### config.mk
export PLATFORM = sky130hd
export DESIGN_NAME = train_timer
export DESIGN_NICKNAME = d
export VERILOG_FILES = /design/src/rtl/train_pkg.sv /design/src/rtl/train_timer_tick_gen.sv /design/src/rtl/train_timer.sv
export SDC_FILE = /design/constraint.sdc
export NUM_CORES = 1
export LEC_CHECK = 0
export CAP_MARGIN = 10
export CORE_MARGIN = 2
export CORE_UTILIZATION = 53
export DETAILED_ROUTE_END_ITERATION = 8
export GPL_ROUTABILITY_DRIVEN = 0
export PLACE_DENSITY = 0.87
export REMOVE_ABC_BUFFERS = 1
export SLEW_MARGIN = 20
export SYNTH_ARGS = -nofsm -noshare
export SYNTH_HDL_FRONTEND = slang
export SYNTH_SLANG_ARGS = --single-unit
### constraint.sdc
create_clock -name clk -period 2.9 [get_ports clk]
set_input_delay 0.58 -clock clk [delete_from_list [all_inputs] [get_ports clk]]
set_output_delay 0.58 -clock clk [all_outputs]
set_load 0.05 [all_outputs]
### src/rtl/train_pkg.sv
// Shared definitions for the train controller: duration width,
// controller state encodings and the countdown timer FSM type.
package train_pkg;

   localparam int TIME_W = 19;

   localparam logic [3:0] CTRL_IDLE   = 4'b0000;
   localparam logic [3:0] CTRL_GREEN  = 4'b0011;
   localparam logic [3:0] CTRL_YELLOW = 4'b0100;

   typedef enum logic [1:0] {
      LOAD,
      RUN,
      DONE
   } timer_state_t;

endpackage

### src/rtl/train_timer_tick_gen.sv
// Prescaler for the train timer: emits one tick every PRESCALE
// enabled cycles, restarting from zero whenever clr is high.
module tick_gen #(
   parameter int PRESCALE = 50000
) (
   input  logic clk,
   input  logic rst_n,
   input  logic clr,
   input  logic en,
   output logic tick
);

   localparam int PW = (PRESCALE > 1) ? $clog2(PRESCALE) : 1;
   localparam logic [PW-1:0] LAST = PW'(PRESCALE - 1);

   logic [PW-1:0] r_cnt;

   assign tick = en && (r_cnt == LAST);

   always_ff @(posedge clk or negedge rst_n) begin
      if (!rst_n) begin
         r_cnt <= '0;
      end else if (clr) begin
         r_cnt <= '0;
      end else if (en) begin
         r_cnt <= tick ? '0 : r_cnt + 1'b1;
      end
   end

endmodule

### src/rtl/train_timer.sv
// Countdown timer that reloads on every controller state change and
// pulses timeout on expiry. Optional freeze input: TRAIN_TIMER_HOLD_EN.
module train_timer
   import train_pkg::*;
#(
   parameter int WIDTH    = TIME_W,
   parameter int PRESCALE = 50000
) (
   input  logic             clk,
   input  logic             rst_n,
   input  logic [3:0]       present_state,
   input  logic [WIDTH-1:0] tin,
`ifdef TRAIN_TIMER_HOLD_EN
   input  logic             hold,
`endif
   output logic [WIDTH-1:0] count,
   output logic             busy,
   output logic             timeout
);

   timer_state_t     r_state;
   timer_state_t     w_next;
   logic [3:0]       r_prev;
   logic [WIDTH-1:0] r_count;
   logic [WIDTH-1:0] w_count_nxt;
   logic             r_timeout;
   logic             w_timeout_nxt;
   logic             w_chg;
   logic             w_tick;
   logic             w_hold;
   logic             w_en;
   logic             w_clr;

`ifdef TRAIN_TIMER_HOLD_EN
   assign w_hold = hold;
`else
   assign w_hold = 1'b0;
`endif

   assign w_chg = (present_state != r_prev);
   assign w_clr = (r_state == LOAD);
   assign w_en  = (r_state == RUN) && !w_hold;

   tick_gen #(
      .PRESCALE(PRESCALE)
   ) u_tick (
      .clk  (clk),
      .rst_n(rst_n),
      .clr  (w_clr),
      .en   (w_en),
      .tick (w_tick)
   );

   // A state change always wins over expiry, so no stale timeout escapes.
   always_comb begin
      w_next        = r_state;
      w_count_nxt   = r_count;
      w_timeout_nxt = 1'b0;
      unique case (r_state)
         LOAD: begin
            w_count_nxt = tin;
            if (w_chg) begin
               w_next = LOAD;
            end else if (tin != '0) begin
               w_next = RUN;
            end else begin
               w_next        = DONE;
               w_timeout_nxt = 1'b1;
            end
         end
         RUN: begin
            if (w_chg) begin
               w_next = LOAD;
            end else if (w_tick) begin
               if (r_count <= WIDTH'(1)) begin
                  w_count_nxt   = '0;
                  w_next        = DONE;
                  w_timeout_nxt = 1'b1;
               end else begin
                  w_count_nxt = r_count - 1'b1;
               end
            end
         end
         DONE: begin
            w_count_nxt = '0;
            if (w_chg) begin
               w_next = LOAD;
            end
         end
         default: begin
            w_next = LOAD;
         end
      endcase
   end

   always_ff @(posedge clk or negedge rst_n) begin
      if (!rst_n) begin
         r_state   <= LOAD;
         r_prev    <= 4'b0000;
         r_count   <= '0;
         r_timeout <= 1'b0;
      end else begin
         r_state   <= w_next;
         r_prev    <= present_state;
         r_count   <= w_count_nxt;
         r_timeout <= w_timeout_nxt;
      end
   end

   assign count   = r_count;
   assign timeout = r_timeout;
   assign busy    = (r_state == RUN);

endmodule

==> results.json, run 1 <==
{
  "ys_types": 56,
  "drc": 0,
  "tns_ns": 0,
  "cp_max_fo": 17,
  "p_leak_uw": 0.00125,
  "ir_drop_v": 0.000350,
  "reg2regPathDepth": 6,
  "place_hpwl_mm": 4.96,
  "layout-drive-gt1-share": 0.0783,
  "cts_tree": "yes",
  "synth_xor_area_frac": 0.0522,
  "fillers": 389,
  "arrival_ns": 2.81,
  "outcome": "completed",
  "synth-edff-count": 0,
  "timing.fmax_mhz": 380,
  "vias": 2693,
  "grt_pass1_vias": 2426,
  "rsz0062_at_grt": "no",
  "h-tree-depth": 2,
  "rows": 25,
  "grt_start_max_net_pins": 43,
  "dr.first_iter.drc_count": 309,
  "slew_viol_final": 0,
  "drt_pass1_iterations": 5,
  "wl_mm": 7.13,
  "synth_area_leaders": "dfrtp_1 (39%), xor2_1 (4.2%), ha_1 (3.3%)",
  "ys_ff_latch": 42,
  "synthArstFlopShare": 1.00,
  "io_pins": 46,
  "worst_pin_slew_ns": 0.941,
  "antenna_found_initial": 0,
  "relSlewSlack": 0.372,
  "nNetsFinal": 376,
  "overflow": 0,
  "hp-class": "primary input to asynchronous set/reset pin",
  "track_usage": 0.269,
  "power_density_mw_per_mm2": 441,
  "fin_crit_ns": 2.63,
  "syn_area_per_cell_um2": 9.00,
  "drt.antenna.violating_nets": 0,
  "cp.required_ns": 3.07,
  "cts_setup_buffers": 0,
  "path_clk_slew_ns": 0.08,
  "synth_fa_ha_area_frac": 0.0326,
  "yosysMostFrequentCell": "dfrtp_1",
  "syn_inst": 298,
  "syn_area_mm2": 0.00268,
  "end_kind": "flop",
  "die_w_um": 75.1,
  "cts_num_sinks": 42,
  "ctsResizeCount": 0,
  "synth_seq_area_share": 0.392,
  "criticalPathCategory": "flop to flop",
  "portBuffers": 45,
  "r2r-start": "count[12]",
  "cts-root-buf": "clkbuf_8",
  "synthSimpleGateAreaFrac": 0.260,
  "holdWs_ns": 0.428,
  "start_util": 0.557,
  "fin_crit_sh": 0.908,
  "fin_util": 0.688,
  "synth-compound-area-share": 0.205,
  "hold_viol": 0,
  "synth_top_area_cell": "dfrtp_1",
  "cts-hold-fix-buffers": 0,
  "setup_viol": 0,
  "yosys_warnings": 0,
  "area_delta_synth_final_pct": 23.5,
  "die_h_um": 75.1,
  "core-area_mm2": 0.00482,
  "power_uw": 1460,
  "die_area_mm2": 0.00565,
  "tritoncts.num_buffers": 5,
  "antenna_cells": 0,
  "worstSkewPairLatency_ns": 0.30,
  "synth.area.mux_share": 0.00793,
  "synth_common_cells": "dfrtp_1 (42), nor2_1 (21), nand2_1 (20)",
  "rrSetupSlack_ns": 0.27,
  "synth_top_family_by_area": "simple AND/OR/NAND/NOR gates",
  "critPathLaunchType": "flop",
  "fin_worst_skew_ns": 0.00981,
  "vias_per_cell": 6.54,
  "yosysTopAreaCellShare": 0.392,
  "max_cap_viol_count": 0,
  "place_ws_ns": 0.288,
  "grt_pass1_wl_mm": 11.6,
  "setup_slack_ns": 0.267,
  "cts_buffer_depth": 2,
  "r2r_end": "count[10]",
  "routedWlPerCell_um": 17.3,
  "synth_ff_type": "dfrtp_1"
}
## per-stage QoR
step                std cells  cell area [µm²]
CTS                       412             3310
global route              412             3310
global placement          404             3230
detailed placement        404             3230
floorplan                 281             2620
finish                    412             3310
## layout make-up
cell class / instances / area (µm²) / area share
tap: 67 / 83.8 / 0.0253
multi-input combinational: 221 / 1500 / 0.452
timing repair buffer: 56 / 528 / 0.159
clock inverter: 2 / 13.8 / 0.00415
sequential: 42 / 1050 / 0.317
clock buffer: 6 / 72.6 / 0.0219
inverter: 18 / 67.6 / 0.0204
## cells by family (layout without fill, tap and decap cells)
logic type	after synthesis	count (layout)
AND/OR/NAND/NOR	121	121
buffers and inverters	35	82
flip-flops	42	42
AO/OA/AOI/OAI	75	75
XOR/XNOR	16	16
adder cells (fa/ha/maj)	7	7
multiplexers	2	2
## worst max path at each step
stage / from / end / depth (start not counted)
2_1_floorplan: r_state[1] / count[1] / 6
3_3_place_gp: present_state[1] / count[1] / 6
3_5_place_dp: present_state[1] / count[1] / 6
4_1_cts: count[12] / count[10] / 6
5_1_grt: count[12] / count[12] / 6
6_report: count[12] / count[10] / 6
## registers in the layout (all words and copies together) (netlist names)
register,cells
count,19
r_prev,4
r_state,2
timeout,1
u_tick.r_cnt,16
## layout by cell type, fill, tap and decap left out, types with 7 or more instances in the layout
cell             Yosys  final
or4_1                9      9
buf_4                0     11
inv_1               17     17
o21ai_0              9      9
xor2_1              13     13
nor3_1               8      8
nor2_1              21     21
nand2_1             20     20
clkdlybuf4s50_1      0     44
ha_1                 7      7
a21oi_1              8      8
nor4_1              12     12
nand3_1             10     10
a32oi_1              8      8
or3_1               10     10
o22ai_1              9      9
dfrtp_1             42     42
## where the power goes
| part | switching (µW) | internal (µW) |
|---|---|---|
| Combinational | 256 | 154 |
| Sequential | 52.1 | 622 |
| Clock | 206 | 170 |
| Total | 514 | 946 |
## critical path, cell delays in order (launching register included)
cell      delay, ns
dfrtp_1        0.43
or4_1          0.67
nor4_4         0.41
a31oi_2        0.29
buf_4          0.29
a311oi_1       0.29
o22ai_1        0.12
## per-layer routing
layer / wire length (µm) / global-route usage / vias up
met5: 0 / 0 / -
met3: 566 / 0.0455 / 11
li1: - / - / 1235
met2: 3270 / 0.412 / 138
met1: 3210 / 0.401 / 1309
met4: 87 / 0.0624 / 0
No activity file was read; power rests on OpenSTA's default activity.
==> run 2: changes to the inputs <==
SLEW_MARGIN = 40   (was 20)
==> results.json, run 2 (same netlist as run 1, synthesis figures left out) <==
{
  "criticalPathCategory": "flop to flop",
  "cts_tree": "yes",
  "nNetsFinal": 376,
  "wl_mm": 7.14,
  "power_density_mw_per_mm2": 441,
  "grt_pass1_vias": 2432,
  "start_util": 0.557,
  "area_delta_synth_final_pct": 23.6,
  "layout_common_cells": "clkdlybuf4s50_1 (44), dfrtp_1 (42), nor2_1 (21)",
  "use_met1": 0.409,
  "path_clk_slew_ns": 0.08,
  "hold_viol": 0,
  "drt_pass1_iterations": 7,
  "grt_start_max_net_pins": 43,
  "worst_pin_slew_ns": 0.785,
  "grt_pass1_wl_mm": 11.7,
  "grt_util_met2": 0.410,
  "rows": 25,
  "place_hpwl_mm": 4.98,
  "relSlewSlack": 0.476,
  "fin_cells": 412,
  "track_usage": 0.271,
  "largest_reg_flops": 19,
  "ctsResizeCount": 0,
  "power_frac_seq": 0.461,
  "rsz0062_at_grt": "no",
  "worstSkewPairLatency_ns": 0.30,
  "setup_viol": 0,
  "end_kind": "flop",
  "dr.first_iter.drc_count": 303,
  "max_cap_viol_count": 0,
  "swShare": 0.352,
  "worstPathCellList": "or4_1 > nor4_4 > a31oi_2 > buf_4 > a311oi_1 > o22ai_1",
  "vias_per_cell": 6.54,
  "fin_crit_ns": 2.71,
  "globalRouteMet3Util": 0.0455,
  "core-area_mm2": 0.00482,
  "fin_crit_sh": 0.934,
  "cts-root-buf": "clkbuf_8",
  "layout-drive-gt1-share": 0.0783,
  "critPathLaunchType": "flop",
  "cts-hold-fix-buffers": 0,
  "critPathMaxStageDelay_ns": 0.67,
  "clkPwrFrac": 0.258,
  "holdWs_ns": 0.264,
  "tritoncts.num_buffers": 5,
  "ir_drop_v": 0.000374,
  "cp_max_fo": 17,
  "cts_buffer_depth": 2,
  "top_usage_layer": "met2",
  "overflow": 0,
  "routedWlPerCell_um": 17.3,
  "antenna_found_initial": 0,
  "io_pins": 46,
  "cts_setup_buffers": 0,
  "intPower_uw": 946,
  "crit_slowest_cell": "or4_1",
  "layout_commonest_cell": "clkdlybuf4s50_1",
  "cp.required_ns": 3.07,
  "hp-class": "primary input to asynchronous set/reset pin",
  "slew_viol_final": 0,
  "die_w_um": 75.1,
  "combPwrFrac": 0.281,
  "fin_util": 0.688,
  "cts_num_sinks": 42,
  "drt.antenna.violating_nets": 0,
  "die_area_mm2": 0.00565,
  "dpl.cell_count": 404,
  "fin_worst_skew_ns": 0.00951,
  "outcome": "completed",
  "die_h_um": 75.1,
  "switching_power_uw": 514,
  "vias": 2693,
  "drc": 0,
  "portBuffers": 45,
  "p_leak_uw": 0.00126,
  "arrival_ns": 2.88,
  "crit_family": "simple AND/OR/NAND/NOR gates",
  "timing.fmax_mhz": 369,
  "cp_num_buf_inv": 1,
  "antenna_cells": 0,
  "h-tree-depth": 2
}
-- run 2: changes by cell type in the layout (fill, tap and decap cells not counted) --
cell and delta:
buf_4 +1, buf_2 -1
-- run 2: per-layer routing --
metal	vias to the layer above	part of all wire
met5	-	0
li1	1235	-
met3	9	0.099
met1	1291	0.44
met2	158	0.45
met4	0	0.011
-- run 2: metrics by stage --
stage | setup WS (ns) | cell area (µm²) | total power [µW] | setup TNS (ns)
global route | 0.0800 | 3320 | 1520 | 0
floorplan | -0.0676 | 2620 | 917 | -0.119
detailed placement | 0.302 | 3230 | 1090 | 0
finish | 0.190 | 3320 | 1460 | 0
global placement | 0.325 | 3230 | 1080 | 0
CTS | 0.251 | 3320 | 1460 | 0
-- run 2: cell type report --
cell class                 instances  area [µm²]
multi-input combinational        221        1500
timing repair buffer              56         531
inverter                          18        67.6
fill                             391        1500
sequential                        42        1050
clock buffer                       6        72.6
clock inverter                     2        13.8
tap                               67        83.8
-- run 2: power groups by stage --
stage	logic [µW]	clock network, µW	registers (µW)
6_report	410	377	673
5_1_grt	436	401	680
4_1_cts	409	379	672
3_5_place_dp	406	0	683
3_3_place_gp	401	0	680
2_1_floorplan	127	0	790
-- run 2: final timing paths --
path / from / to / slack (ns) / cells past startpoint
min in group clk: count[9] / count[9] / 0.57 / 2
worst max register to register: count[12] / count[10] / 0.19 / 6
worst max-delay path: count[12] / count[10] / 0.19 / 6
worst min register to register: count[9] / count[9] / 0.57 / 2
worst min-delay path: rst_n / r_prev[3] / 0.26 / 1
max in group asynchronous: rst_n / r_state[1] / 2.27 / 1
==> run 3: changes to the inputs <==
CAP_MARGIN = 30   (was 10)
SLEW_MARGIN = 20   (was 40)
==> results.json, run 3 (same netlist as run 1, synthesis figures left out) <==
{
  "multi_input_area_mm2": 0.00150,
  "critPathMaxStageDelay_ns": 0.67,
  "vias": 2681,
  "place_hpwl_mm": 4.96,
  "r2r_end": "count[18]",
  "regArea_mm2": 0.00105,
  "io_pins": 46,
  "nNetsFinal": 377,
  "slew_viol_final": 0,
  "vias_per_cell": 6.49,
  "crit_slowest_cell": "or4_1",
  "cp_max_fo": 17,
  "die_h_um": 75.1,
  "drt.antenna.violating_nets": 0,
  "cts_num_sinks": 42,
  "grt_start_max_net_pins": 43,
  "routedWlPerCell_um": 17.2,
  "fin_crit_ns": 2.65,
  "drc": 0,
  "grt_pass1_vias": 2426,
  "worst_pin_slew_ns": 0.831,
  "cts_tree": "yes",
  "relSlewSlack": 0.446,
  "fin_cells": 413,
  "die_area_mm2": 0.00565,
  "fin_util": 0.694,
  "setup_viol": 0,
  "grt_pass1_wl_mm": 11.6,
  "worstSkewPairLatency_ns": 0.29,
  "hold_viol": 0,
  "critPathLaunchType": "flop",
  "cts_buffer_depth": 2,
  "criticalPathCategory": "flop to flop",
  "rows": 25,
  "antenna_found_initial": 0,
  "drt_pass1_iterations": 4,
  "hp-class": "primary input to asynchronous set/reset pin",
  "reg2regPathDepth": 6,
  "ctsResizeCount": 0,
  "track_usage": 0.269,
  "core-area_mm2": 0.00482,
  "cts-root-buf": "clkbuf_8",
  "arrival_ns": 2.82,
  "antenna_cells": 0,
  "r2r-start": "count[12]",
  "cts-hold-fix-buffers": 0,
  "layout_commonest_cell": "clkdlybuf4s50_1",
  "dr.first_iter.drc_count": 369,
  "ir_drop_v": 0.000352,
  "path_clk_slew_ns": 0.08,
  "outcome": "completed",
  "area_delta_synth_final_pct": 24.5,
  "p_leak_uw": 0.00127,
  "dpl.cell_count": 404,
  "rsz0062_at_grt": "no",
  "start_util": 0.557,
  "worstPathCellList": "or4_1 > nor4_4 > a31oi_2 > buf_4 > a311oi_1 > o22ai_1",
  "timing.fmax_mhz": 377,
  "crit_family": "simple AND/OR/NAND/NOR gates",
  "cp.required_ns": 3.07,
  "tritoncts.num_buffers": 5,
  "die_w_um": 75.1,
  "fin_worst_skew_ns": 0.00772,
  "layout_common_cells": "clkdlybuf4s50_1 (44), dfrtp_1 (42), nor2_1 (21)",
  "fin_crit_sh": 0.914,
  "fillers": 389,
  "h-tree-depth": 2,
  "max_cap_viol_count": 0,
  "power_density_mw_per_mm2": 439,
  "cts_setup_buffers": 0,
  "portBuffers": 45,
  "cp_num_buf_inv": 1,
  "wl_mm": 7.11,
  "overflow": 0,
  "largest_reg_flops": 19,
  "rrSetupSlack_ns": 0.25,
  "end_kind": "flop",
  "layout-drive-gt1-share": 0.0809
}
run 3: cell types whose count changed in the layout (fill, tap and decap cells not counted), sizes merged:
cell  before  now
buf       12   13
run 3: cell type report:
class | count | area share
clock buffer | 6 | 0.0217
clock inverter | 2 | 0.00412
inverter | 18 | 0.0202
multi-input combinational | 221 | 0.448
sequential | 42 | 0.315
tap | 67 | 0.0251
timing repair buffer | 57 | 0.166
run 3: per-stage QoR:
stage	cell area (µm²)	setup slack (ns)	TNS [ns]	power [µW]	hold slack (ns)
6_report	3340	0.251	0	1470	0.230
5_1_grt	3340	0.112	0	1530	0.246
4_1_cts	3310	0.305	0	1460	0.468
3_5_place_dp	3230	0.288	0	1090	0.552
3_3_place_gp	3230	0.325	0	1080	0.540
2_1_floorplan	2620	-0.0676	-0.119	917	0.284
run 3: worst register-to-register path, cell delays in order (launching register included):
cell	delay (ns)
dfrtp_1	0.43
or4_1	0.67
nor4_4	0.41
a31oi_2	0.29
buf_4	0.29
a311oi_1	0.32
o22ai_1	0.12
run 3: how the worst max path moves through the flow:
stage	slack (ns)	cells after the start	from	endpoint
finish	0.25	6	count[12]	count[18]
global route	0.11	6	count[12]	count[12]
CTS	0.30	6	count[12]	count[10]
detailed placement	0.29	6	present_state[1]	count[1]
global placement	0.32	6	present_state[1]	count[1]
floorplan	-0.07	6	r_state[1]	count[1]
run 3: report_power, final:
group | internal, µW | switching, µW
clock | 170 | 210
combinational | 158 | 256
sequential | 622 | 51.8
run 3: routing by layer:
metal,share of wire,vias to the layer above,track usage,routed length [µm]
li1,-,1234,-,-
met1,0.45,1283,0.401,3190
met2,0.46,156,0.412,3280
met3,0.081,8,0.0455,576
met4,0.0090,0,0.0624,64
met5,0,-,0,0
